## src/rtl/uart_rx.sv

```systemverilog
// Oversampling UART receiver: 2-flop RX synchronizer, mid-bit sampling, valid/ready output stage.
// Define UART_RX_PARITY_EN to add an even-parity bit after the data bits and the PAR_ERR pulse output.
`timescale 1ns/1ps

module uart_rx #(
   parameter int DATA_BITS  = 8,
   parameter int OVERSAMPLE = 16
) (
   input  logic                 CLK,
   input  logic                 RST_N,
   input  logic                 BCLK,
   input  logic                 RX,
   input  logic                 READY,
   output logic [DATA_BITS-1:0] DATA,
   output logic                 VALID,
   output logic                 FRAME_ERR,
   output logic                 OVERRUN,
`ifdef UART_RX_PARITY_EN
   output logic                 PAR_ERR,
`endif
   output logic [2:0]           STATE_DBG
);

   localparam int TICK_W = $clog2(OVERSAMPLE);
   localparam int BIT_W  = $clog2(DATA_BITS + 1);
   localparam logic [TICK_W-1:0] TICK_MID  = TICK_W'(OVERSAMPLE / 2 - 1);
   localparam logic [TICK_W-1:0] TICK_LAST = TICK_W'(OVERSAMPLE - 1);
   localparam logic [BIT_W-1:0]  BIT_LAST  = BIT_W'(DATA_BITS - 1);

   typedef enum logic [2:0] {
      S_IDLE   = 3'd0,
      S_START  = 3'd1,
      S_DATA   = 3'd2,
      S_STOP   = 3'd3,
`ifdef UART_RX_PARITY_EN
      S_BREAK  = 3'd4,
      S_PARITY = 3'd5
`else
      S_BREAK  = 3'd4
`endif
   } state_t;

   state_t               state;
   logic                 rx_meta;
   logic                 rxs;
   logic [TICK_W-1:0]    tick_cnt;
   logic [BIT_W-1:0]     bit_cnt;
   logic [DATA_BITS-1:0] shreg;
   logic                 word_done;
`ifdef UART_RX_PARITY_EN
   logic                 par_bad;
`endif

   assign STATE_DBG = state;

   always_ff @(posedge CLK or negedge RST_N) begin
      if (!RST_N) begin
         rx_meta <= 1'b1;
         rxs     <= 1'b1;
      end else begin
         rx_meta <= RX;
         rxs     <= rx_meta;
      end
   end

   // After the start bit is confirmed at mid-bit, every later sample lands a full bit period apart.
   always_ff @(posedge CLK or negedge RST_N) begin
      if (!RST_N) begin
         state     <= S_IDLE;
         tick_cnt  <= '0;
         bit_cnt   <= '0;
         shreg     <= '0;
         FRAME_ERR <= 1'b0;
`ifdef UART_RX_PARITY_EN
         PAR_ERR   <= 1'b0;
         par_bad   <= 1'b0;
`endif
      end else begin
         FRAME_ERR <= 1'b0;
`ifdef UART_RX_PARITY_EN
         PAR_ERR   <= 1'b0;
`endif
         if (BCLK) begin
            case (state)
               S_IDLE: begin
                  if (!rxs) begin
                     state    <= S_START;
                     tick_cnt <= '0;
                  end
               end
               S_START: begin
                  if (tick_cnt == TICK_MID) begin
                     tick_cnt <= '0;
                     bit_cnt  <= '0;
                     state    <= rxs ? S_IDLE : S_DATA;
`ifdef UART_RX_PARITY_EN
                     par_bad  <= 1'b0;
`endif
                  end else begin
                     tick_cnt <= tick_cnt + TICK_W'(1);
                  end
               end
               S_DATA: begin
                  if (tick_cnt == TICK_LAST) begin
                     tick_cnt <= '0;
                     shreg    <= {rxs, shreg[DATA_BITS-1:1]};
                     if (bit_cnt == BIT_LAST) begin
                        bit_cnt <= '0;
`ifdef UART_RX_PARITY_EN
                        state   <= S_PARITY;
`else
                        state   <= S_STOP;
`endif
                     end else begin
                        bit_cnt <= bit_cnt + BIT_W'(1);
                     end
                  end else begin
                     tick_cnt <= tick_cnt + TICK_W'(1);
                  end
               end
`ifdef UART_RX_PARITY_EN
               S_PARITY: begin
                  if (tick_cnt == TICK_LAST) begin
                     tick_cnt <= '0;
                     state    <= S_STOP;
                     // Even parity: data bits plus parity bit carry an even number of ones.
                     if (rxs != ^shreg) begin
                        PAR_ERR <= 1'b1;
                        par_bad <= 1'b1;
                     end
                  end else begin
                     tick_cnt <= tick_cnt + TICK_W'(1);
                  end
               end
`endif
               S_STOP: begin
                  if (tick_cnt == TICK_LAST) begin
                     tick_cnt <= '0;
                     if (rxs) begin
                        state <= S_IDLE;
                     end else begin
                        FRAME_ERR <= 1'b1;
                        state     <= S_BREAK;
                     end
                  end else begin
                     tick_cnt <= tick_cnt + TICK_W'(1);
                  end
               end
               S_BREAK: begin
                  if (rxs) state <= S_IDLE;
               end
               default: state <= S_IDLE;
            endcase
         end
      end
   end

   always_comb begin
      word_done = BCLK && (state == S_STOP) && (tick_cnt == TICK_LAST) && rxs;
`ifdef UART_RX_PARITY_EN
      if (par_bad) word_done = 1'b0;
`endif
   end

   // Handshake: a word is transferred on every CLK edge where VALID and READY are both high.
   // VALID stays high with DATA stable until then; a word finishing while the held one is not
   // being taken is dropped and flagged with OVERRUN.
   always_ff @(posedge CLK or negedge RST_N) begin
      if (!RST_N) begin
         DATA    <= '0;
         VALID   <= 1'b0;
         OVERRUN <= 1'b0;
      end else begin
         OVERRUN <= 1'b0;
         if (word_done) begin
            if (!VALID || READY) begin
               DATA  <= shreg;
               VALID <= 1'b1;
            end else begin
               OVERRUN <= 1'b1;
            end
         end else if (VALID && READY) begin
            VALID <= 1'b0;
         end
      end
   end

endmodule

```

## config.mk

```make
export PLATFORM = sky130hd
export DESIGN_NAME = uart_rx
export DESIGN_NICKNAME = d
export VERILOG_FILES = /design/src/rtl/uart_rx.sv
export SDC_FILE = /design/constraint.sdc
export NUM_CORES = 1
export LEC_CHECK = 0
export CELL_PAD_IN_SITES_DETAIL_PLACEMENT = 0
export CELL_PAD_IN_SITES_GLOBAL_PLACEMENT = 1
export CORE_ASPECT_RATIO = 0.5
export CORE_UTILIZATION = 41
export CTS_CLUSTER_DIAMETER = 40
export DETAILED_ROUTE_END_ITERATION = 8
export GPL_TIMING_DRIVEN = 0
export PLACE_DENSITY = 0.75
export SYNTH_ARGS = -nofsm -noshare
export SYNTH_HDL_FRONTEND = slang
export SYNTH_SLANG_ARGS = --single-unit
```

## constraint.sdc

```tcl
create_clock -name CLK -period 5.3 [get_ports CLK]
set_input_delay 0.795 -clock CLK [delete_from_list [all_inputs] [get_ports CLK]]
set_output_delay 0.795 -clock CLK [all_outputs]
set_load 0.05 [all_outputs]
```

==> out/results.txt, run 1 <==
The reg-to-reg setup timing slack was 3.24 ns; the proportion of register bits with asynchronous set or reset after synthesis was 100%. The core region is 3210 um2. From synthesis to final layout, the design area changed by 23.5%.

The repair_antennas step left the layout with diodes totalling 0. The tools report the sequential cell area fraction in the yosys report as 54.5%. By count the netlist is led by 30 x sky130_fd_sc_hd__dfrtp_1, 18 x sky130_fd_sc_hd__mux2_2, 8 x sky130_fd_sc_hd__nand2_1, 7 x sky130_fd_sc_hd__o21ai_0, 6 x sky130_fd_sc_hd__nor2_1. The buffer and inverter count on the worst path came out at 1. The tools report the worst max-slew margin expressed relative to the limit as 51.3%. The leftover overflow at the end of global routing is 0.

The logs give 0.197 mV for the worst supply voltage drop on vdd and 2.48 ns for the critical path data arrival time. By area, the combinational part of the netlist is dominated by simple AND/OR/NAND/NOR gates. The fraction of the mapped netlist area in compound gates was 10.8%; the total number of clock tree sinks was 32.

Power spread over the standard cell area amounts to 448 nW/um2. For the total DRC errors in the routed layout, the log shows 0. Yosys mapped the design onto 35 distinct sky130hd cell types. The clock passes through at most 2 buffers.

The number of max-slew violations in the final report came out at 0. The tools report the aggregate global-route resource usage as 16.6%. Setup violations remaining at the end of the flow were counted as 0.

Traced cell by cell, the critical path runs through clkdlybuf4s50_1 > nand2_4 > nor4b_4 > mux2_2. The kind of cell with the highest combined delay along the critical path is simple AND/OR/NAND/NOR gates. The hold path startpoint was rx_meta$_DFF_PN1_. The min-delay analysis places its worst path in the category flop to flop. The worst hold path endpoint was rxs$_DFF_PN1_. Pin placement for this block handled 19 I/O pins. The clock arrives with 0.00229 ns of skew. The post-route netlist has 28.3% of its cells at a drive strength greater than 1. Across all layers, the routed design uses 969 vias. The clock root buffer is sky130_fd_sc_hd__clkbuf_8. The chip height is 44.4 um, and the count of yosys warnings during synthesis is 0.

The tools report the number of cells produced by synthesis as 119. Along the worst path, the maximum fanout reaches 8. The run gives 0 as the initial antenna violation count.

CTS built an H-tree with a depth of 2. The flow ran to the end, and the final reports show no timing, DRC or antenna violations. The number of flops mapped to enable cells by yosys was 0. By startpoint and endpoint, the worst setup path is classified as primary input to flop. The run gives 46.0% as the initial cell density of the core. For the worst hold slack, the log shows 0.362 ns. TritonCTS created 5 clock buffers. For this block, the initial DRC count from the detailed router was 31. Of the total synthesized cell area, the portion taken by full adders, half adders and majority gates is 1.70%. Site row count: 14.

In this run the critical register-to-register path is captured at DATA[3]$_DFFE_PN0P_. In the final layout, the multi-input gates occupy 638 um2. The area of the die came out at 3860 um2. At the later pin of the worst-skew pair, clock insertion delay measures 0.28 ns. Slowest stage cell on the critical path: sky130_fd_sc_hd__nor4b_4. The final layout net count came out at 151.

Counting the fill cells in the layout gives 292. Across the run, the number of max-cap violations was 0. The logs give 0 ns for the aggregate negative setup slack and 817 uW for the power after layout. For the hold buffer count at CTS, the log shows 0. The number of cells on the worst reg-to-reg path is 5. The transition time at the pin with the least slew margin was 0.731 ns.

The tools report the worst endpoint required time as 5.47 ns. The tools report the via count of the first global-routing pass as 942. After detailed routing, the average wire length per cell comes to 13.9 um. In this design, the stage delay of the slowest critical-path cell is 0.60 ns. In this run the post-CTS setup repair buffer count came out at 0. TritonCTS built the clock tree. The synthesized netlist devotes 15.8% of its cell area to simple gates. Setup repair after global routing left no endpoint under its margin. Yosys attributes the largest share of cell area to sky130_fd_sc_hd__dfrtp_1 51%, sky130_fd_sc_hd__mux2_2 14%, sky130_fd_sc_hd__dfstp_2 3.6%, sky130_fd_sc_hd__o21ai_0 2.4%, sky130_fd_sc_hd__nand2b_1 2.1%.

In the final layout, flip-flops and latches occupy 803 um2. Number of endpoints with negative hold slack in the final report: 0. After detailed routing, the number of vias per cell comes to 5.02. The reg-to-reg critical path startpoint was tick_cnt[0]$_DFFE_PN0P_. Cell type with the largest total area after synthesis: sky130_fd_sc_hd__dfrtp_1. In this run the static leakage power is 0.815 nW. Type of element launching the critical path: a primary input. The most frequently used cell type in the post-synthesis netlist is sky130_fd_sc_hd__dfrtp_1.

STA classifies the critical path endpoint as a flop. Counting I/O delays and the setup requirement, the final critical path takes 2.31 ns. The logs give 33 for the pin count of the biggest net entering global routing and 0.757 for the global placement routability congestion. The number of gates resized after CTS was 0. The count of cells along the worst hold path came out at 0. For the first-pass GRT wire length, the log shows 4520 um.

The period utilization is 43.5%, and the number of buffer cells added on primary ports is 18. The peak clock frequency supported by timing is 434 MHz, and the number of detailed-route iterations in the first pass is 4. In the synthesized netlist the dominant register cell turns out to be sky130_fd_sc_hd__dfrtp_1. The area of the mapped netlist was 1480 um2; the estimated wirelength of the detail-placed design was 1850 um.

Clock-pin slew was measured on the worst setup and hold paths at 0.07 ns. The detail route stage leaves a number of antenna-violating nets equal to 0. Measured against the total synthesized area, the mux share comes to 14.4%. The number of nets handed over by synthesis was 126.

Synthesis inferred 32 register bits. Measured along the x axis, the die boundary spans 86.8 um. Of the total synthesized cell area, the portion taken by XOR and XNOR cells is 0.594%. The share of the synthesized area in the top cell type was 50.9%.

For this block, the routed nets add up to 2680 um of wire. A synthesized cell averages 12.4 um2.
## per-stage QoR
stage                     utilization (%)  cells  instance area (um2)  worst slack (ns)
after floorplan                         -    119                 1480              3.25
after global placement               53.5    185                 1720              2.69
after detailed placement             53.4    185                 1710              2.67
after CTS                            56.8    193                 1820              2.98
after global routing                 56.8    193                 1820              2.91
final                                56.8    193                 1820              2.99
## cell type report
class,count,share of cell area (%)
plain buffers,3,0.824
clock buffers,5,3.78
repair buffers,18,9.62
clock inverters,3,2.34
multi-input cells,79,35.0
well taps,48,3.30
flip-flops and latches,32,44.1
inverters,5,1.03
## power breakdown
| part | total [mW] | switching, mW | internal [mW] |
|---|---|---|---|
| clock network | 0.235 | 0.0957 | 0.139 |
| registers | 0.313 | 0.0323 | 0.281 |
| logic | 0.269 | 0.167 | 0.102 |
| total | 0.817 | 0.295 | 0.522 |
## layout by cell type (no fill, tap or decap), types with 3 or more instances in the layout
cell type | Yosys | routed
sky130_fd_sc_hd__nand3_1 | 4 | 4
sky130_fd_sc_hd__clkdlybuf4s50_1 | 0 | 17
sky130_fd_sc_hd__mux2_2 | 18 | 18
sky130_fd_sc_hd__o21ai_0 | 7 | 7
sky130_fd_sc_hd__a21oi_1 | 3 | 3
sky130_fd_sc_hd__nor2_1 | 6 | 6
sky130_fd_sc_hd__clkbuf_8 | 0 | 5
sky130_fd_sc_hd__nor3_1 | 3 | 3
sky130_fd_sc_hd__inv_1 | 5 | 5
sky130_fd_sc_hd__buf_2 | 2 | 3
sky130_fd_sc_hd__dfrtp_1 | 30 | 30
sky130_fd_sc_hd__nand2b_1 | 5 | 5
sky130_fd_sc_hd__nand2_1 | 8 | 8
## state kept, by name, summed over array words and instances, names as in the netlist
name	cells
DATA	8
shreg	8
bit_cnt	4
tick_cnt	4
STATE_DBG	3
FRAME_ERR	1
OVERRUN	1
VALID	1
rx_meta	1
rxs	1
## metal layers
layer  wire length [um]  GRT usage (%)
met5                  0              0
met4                 31           7.00
met2               1180           24.3
met3                 74           6.16
met1               1390           22.5
## cell families (layout without fill, tap and decap cells)
| family | after synthesis | in the layout |
|---|---|---|
| fa+ha+maj | 2 | 2 |
| simple gates | 37 | 37 |
| xor+xnor | 1 | 1 |
| compound gates | 20 | 20 |
| mux | 19 | 19 |
| buf+inv | 8 | 34 |
| flops | 32 | 32 |
## how the worst max path moves through the flow
stage / startpoint / depth (start not counted) / end
2_1_floorplan: STATE_DBG[1]$_DFFE_PN0P_ / 4 / shreg[0]$_DFFE_PN0P_
3_3_place_gp: BCLK / 4 / DATA[1]$_DFFE_PN0P_
3_5_place_dp: BCLK / 4 / DATA[2]$_DFFE_PN0P_
4_1_cts: BCLK / 4 / DATA[4]$_DFFE_PN0P_
5_1_grt: BCLK / 4 / DATA[5]$_DFFE_PN0P_
6_report: BCLK / 4 / DATA[3]$_DFFE_PN0P_
No activity file was read; power rests on OpenSTA's default activity.
==> run 2, diff against run 1 <==
clock period = 2.2 ns   (was 5.3 ns; I/O delays follow)
==> run 2 against run 1 <==
Routed wire length down 0.11%. Sequential power up 140%. Combinational power up 140%. Sequential cell count unchanged. Die area unchanged. Largest cell class unchanged.
==> out/results.txt, run 2 (synthesis gave the netlist of run 1 again) <==
The initial detailed-routing violation count was 31 (unchanged). The leftover overflow at the end of global routing is 0 (unchanged), and the average wire per standard cell is 13.8 um (-0.11%). The most common library cell in the layout ignoring fill and taps is sky130_fd_sc_hd__dfrtp_1. The number of filler cells placed in the layout was 292 (unchanged). The aggregate global-route resource usage is 16.6% (unchanged), and the initial cell density of the core is 46.0% (unchanged).

The run gives 1710 um2 (unchanged) as the placed cell area. The run gives 0 (unchanged) as the remaining antenna violation count after routing. The total DRC errors in the routed layout was 0 (unchanged); the post-CTS resize count was 0 (unchanged). The placeable core area is 3210 um2 (unchanged). The worst supply voltage drop on vdd is 0.475 mV (+140%). The number of endpoints with negative hold slack in the final report is 0 (unchanged), and the final worst clock skew is 0.00230 ns (+0.00000719 ns).

The top cell types in the final layout, fill and taps aside, are 30 x sky130_fd_sc_hd__dfrtp_1, 18 x sky130_fd_sc_hd__mux2_2, 17 x sky130_fd_sc_hd__clkdlybuf4s50_1. The insertion delay to the later sink of the worst-skew pair is 0.28 ns (about the same). The logs give 969 (unchanged) for the via count of the routed design and 4 (unchanged) for the number of detailed-route iterations in the first pass. The hold buffer count at CTS is 0 (unchanged). For the standby leakage power, the log shows 0.815 nW (about the same). The total length of routed wires is 2670 um (-0.11%). The initial antenna violation count was 0 (unchanged); the logic depth of the worst register-to-register path was 5 (unchanged). The power after layout is 1.97 mW (+140%), and the transition time at the pin with the least slew margin is 0.732 ns (+0.00134 ns). For the number of setup buffers added after CTS, the log shows 0 (unchanged). The diode insertion count for antenna repair is 0 (unchanged), and the internal power component is 1.26 mW (+140%). For the final layout net count, the log shows 151 (unchanged). The classification of the worst-slack hold path was primary input to async pin.

The post-detailed-route via-to-cell ratio came out at 5.02 (unchanged). The critical path data arrival time was 2.18 ns (-0.30 ns); the number of buffer cells added on primary ports was 18 (unchanged). The worst max-slew margin expressed relative to the limit is 51.2% (-0.089 points), and the die width is 86.8 um (unchanged). The first-pass GRT wire length came out at 4520 um (unchanged). TritonCTS built the clock tree.

Capture instance of the worst register-to-register path: DATA[3]$_DFFE_PN0P_. Static timing analysis puts the maximum clock frequency at 499 MHz. The clock period minus final worst setup slack works out to 2.00 ns. The H-tree level count was 2 (unchanged). The max-cap violation count was 0 (unchanged). Area of the die: 3860 um2 (unchanged). The startpoint identified for the worst register-to-register timing path is tick_cnt[0]$_DFFE_PN0P_. Clock root buffer: sky130_fd_sc_hd__clkbuf_8.

The fraction of layout instances using a drive strength above 1 is 28.3% (unchanged). The tools report the I/O pin count as 19 (unchanged). STA classifies the critical path startpoint as a flop.

The chip height came out at 44.4 um (unchanged). The area of all placed cells without fillers is 1820 um2 (unchanged). The total number of clock tree sinks was 32 (unchanged); the number of max-slew violations in the final report was 0 (unchanged). The aggregate negative setup slack is 0 ns (unchanged), and the worst endpoint required time is 2.37 ns (-3.10 ns). The tools report the estimated wirelength of the detail-placed design as 1850 um (unchanged).

The period utilization was 91.1%. Synthesis-to-layout area growth: 23.5% (unchanged). The flow ran to the end, and the final reports show no timing, DRC or antenna violations.

Setup repair after global routing left no endpoint under its margin. The setup path with the least slack is of type flop to flop. The final core area utilization was 56.8% (unchanged). The part of the power in combinational logic was 33.0% (about the same); the proportion of power drawn by the clock network was 28.7% (about the same). The total setup violations reported at the end of the flow is 0 (unchanged), and the reg-to-reg setup timing slack is 0.20 ns (-3.04 ns). The logs give 942 (unchanged) for the via count of the first global-routing pass and 38.3% (about the same) for the sequential share of power. The number of buffers created by CTS was 5 (unchanged). Site row count: 14 (unchanged). Peak fanout along the critical path: 8 (unchanged). Type of destination of the critical path: a flop.

The power density over the cells came out at 1080 nW/um2 (+140%). The pin count of the biggest net entering global routing was 33 (unchanged); the switching share of power was 36.2% (about the same). The post-CTS clock slew at the launch and capture registers of the worst setup and hold paths is 0.07 ns (about the same). The number of buffers on the longest clock path was 2 (unchanged).

The global placement routability congestion is 0.757 (unchanged), and the total net switching power is 712 uW (+140%). The largest registers in the layout are DATA (8), shreg (8).
==> run 2: cell counts in the layout (fill, tap and decap cells not counted) <==
Identical to the previous run, type by type.
==> run 2: power groups by stage <==
stage	combinational, mW	clock [mW]	sequential, mW
2_1_floorplan	0.407	0	0.835
3_3_place_gp	0.646	0	0.761
3_5_place_dp	0.648	0	0.767
4_1_cts	0.654	0.581	0.755
5_1_grt	0.712	0.608	0.770
6_report	0.649	0.566	0.754
==> run 2: how the worst max path moves through the flow <==
| stage | start | end | slack [ns] | depth (start not counted) |
|---|---|---|---|---|
| global route | tick_cnt[0]$_DFFE_PN0P_ | DATA[5]$_DFFE_PN0P_ | 0.05 | 5 |
| global placement | BCLK | DATA[1]$_DFFE_PN0P_ | 0.06 | 4 |
| CTS | tick_cnt[0]$_DFFE_PN0P_ | DATA[4]$_DFFE_PN0P_ | 0.12 | 5 |
| floorplan | STATE_DBG[1]$_DFFE_PN0P_ | shreg[0]$_DFFE_PN0P_ | 0.15 | 4 |
| detailed placement | BCLK | DATA[2]$_DFFE_PN0P_ | 0.04 | 4 |
| finish | tick_cnt[0]$_DFFE_PN0P_ | DATA[3]$_DFFE_PN0P_ | 0.20 | 5 |
==> run 2: final cells by class <==
| type | count | area [um2] | area share [%] |
|---|---|---|---|
| multi-input cells | 79 | 638 | 35.0 |
| plain buffers | 3 | 15.0 | 0.824 |
| flip-flops and latches | 32 | 803 | 44.1 |
| repair buffers | 18 | 175 | 9.62 |
| clock buffers | 5 | 68.8 | 3.78 |
| inverters | 5 | 18.8 | 1.03 |
| well taps | 48 | 60.1 | 3.30 |
| clock inverters | 3 | 42.5 | 2.34 |
==> run 2: stage by stage <==
step,std cells,setup slack (ns),hold slack (ns)
after global placement,185,0.0556,0.348
after global routing,193,0.0464,0.154
after floorplan,119,0.148,0.0344
after CTS,193,0.121,0.126
after detailed placement,185,0.0390,0.349
final,193,0.196,0.103
==> run 2: critical path, stage by stage (launching register included) <==
cell and delay, ns:
sky130_fd_sc_hd__dfrtp_1 0.39, sky130_fd_sc_hd__ha_1 0.24, sky130_fd_sc_hd__and3_4 0.24, sky130_fd_sc_hd__nand2_4 0.08, sky130_fd_sc_hd__nor4b_4 0.55, sky130_fd_sc_hd__mux2_2 0.40
==> run 2: layer usage <==
layer  GRT usage [%]  vias up  share of wire (%)
met5               0        -                  0
met4            7.00        0                1.2
met3            6.16        4                2.8
met2            24.3        9                 44
met1            22.5      488                 52
li1                -      468                  -
==> run 3, diff against run 2 <==
--- a/config.mk
+++ b/config.mk
@@ -7,2 +7,3 @@
 export LEC_CHECK = 0
+export CAP_MARGIN = 25
 export CELL_PAD_IN_SITES_DETAIL_PLACEMENT = 0
==> constraint.sdc (replaced) <==
create_clock -name CLK -period 2.2 [get_ports CLK]
set_input_delay 0.44 -clock CLK [delete_from_list [all_inputs] [get_ports CLK]]
set_output_delay 0.44 -clock CLK [all_outputs]
set_load 0.05 [all_outputs]
==> results of run 3 <==
The final DEF is identical to that of run 2. Status: finished, final reports clean.
Main changes from that run: setup slack after placement 0.0390 ns -> -0.0710 ns; hold slack 0.103 ns -> 0.213 ns
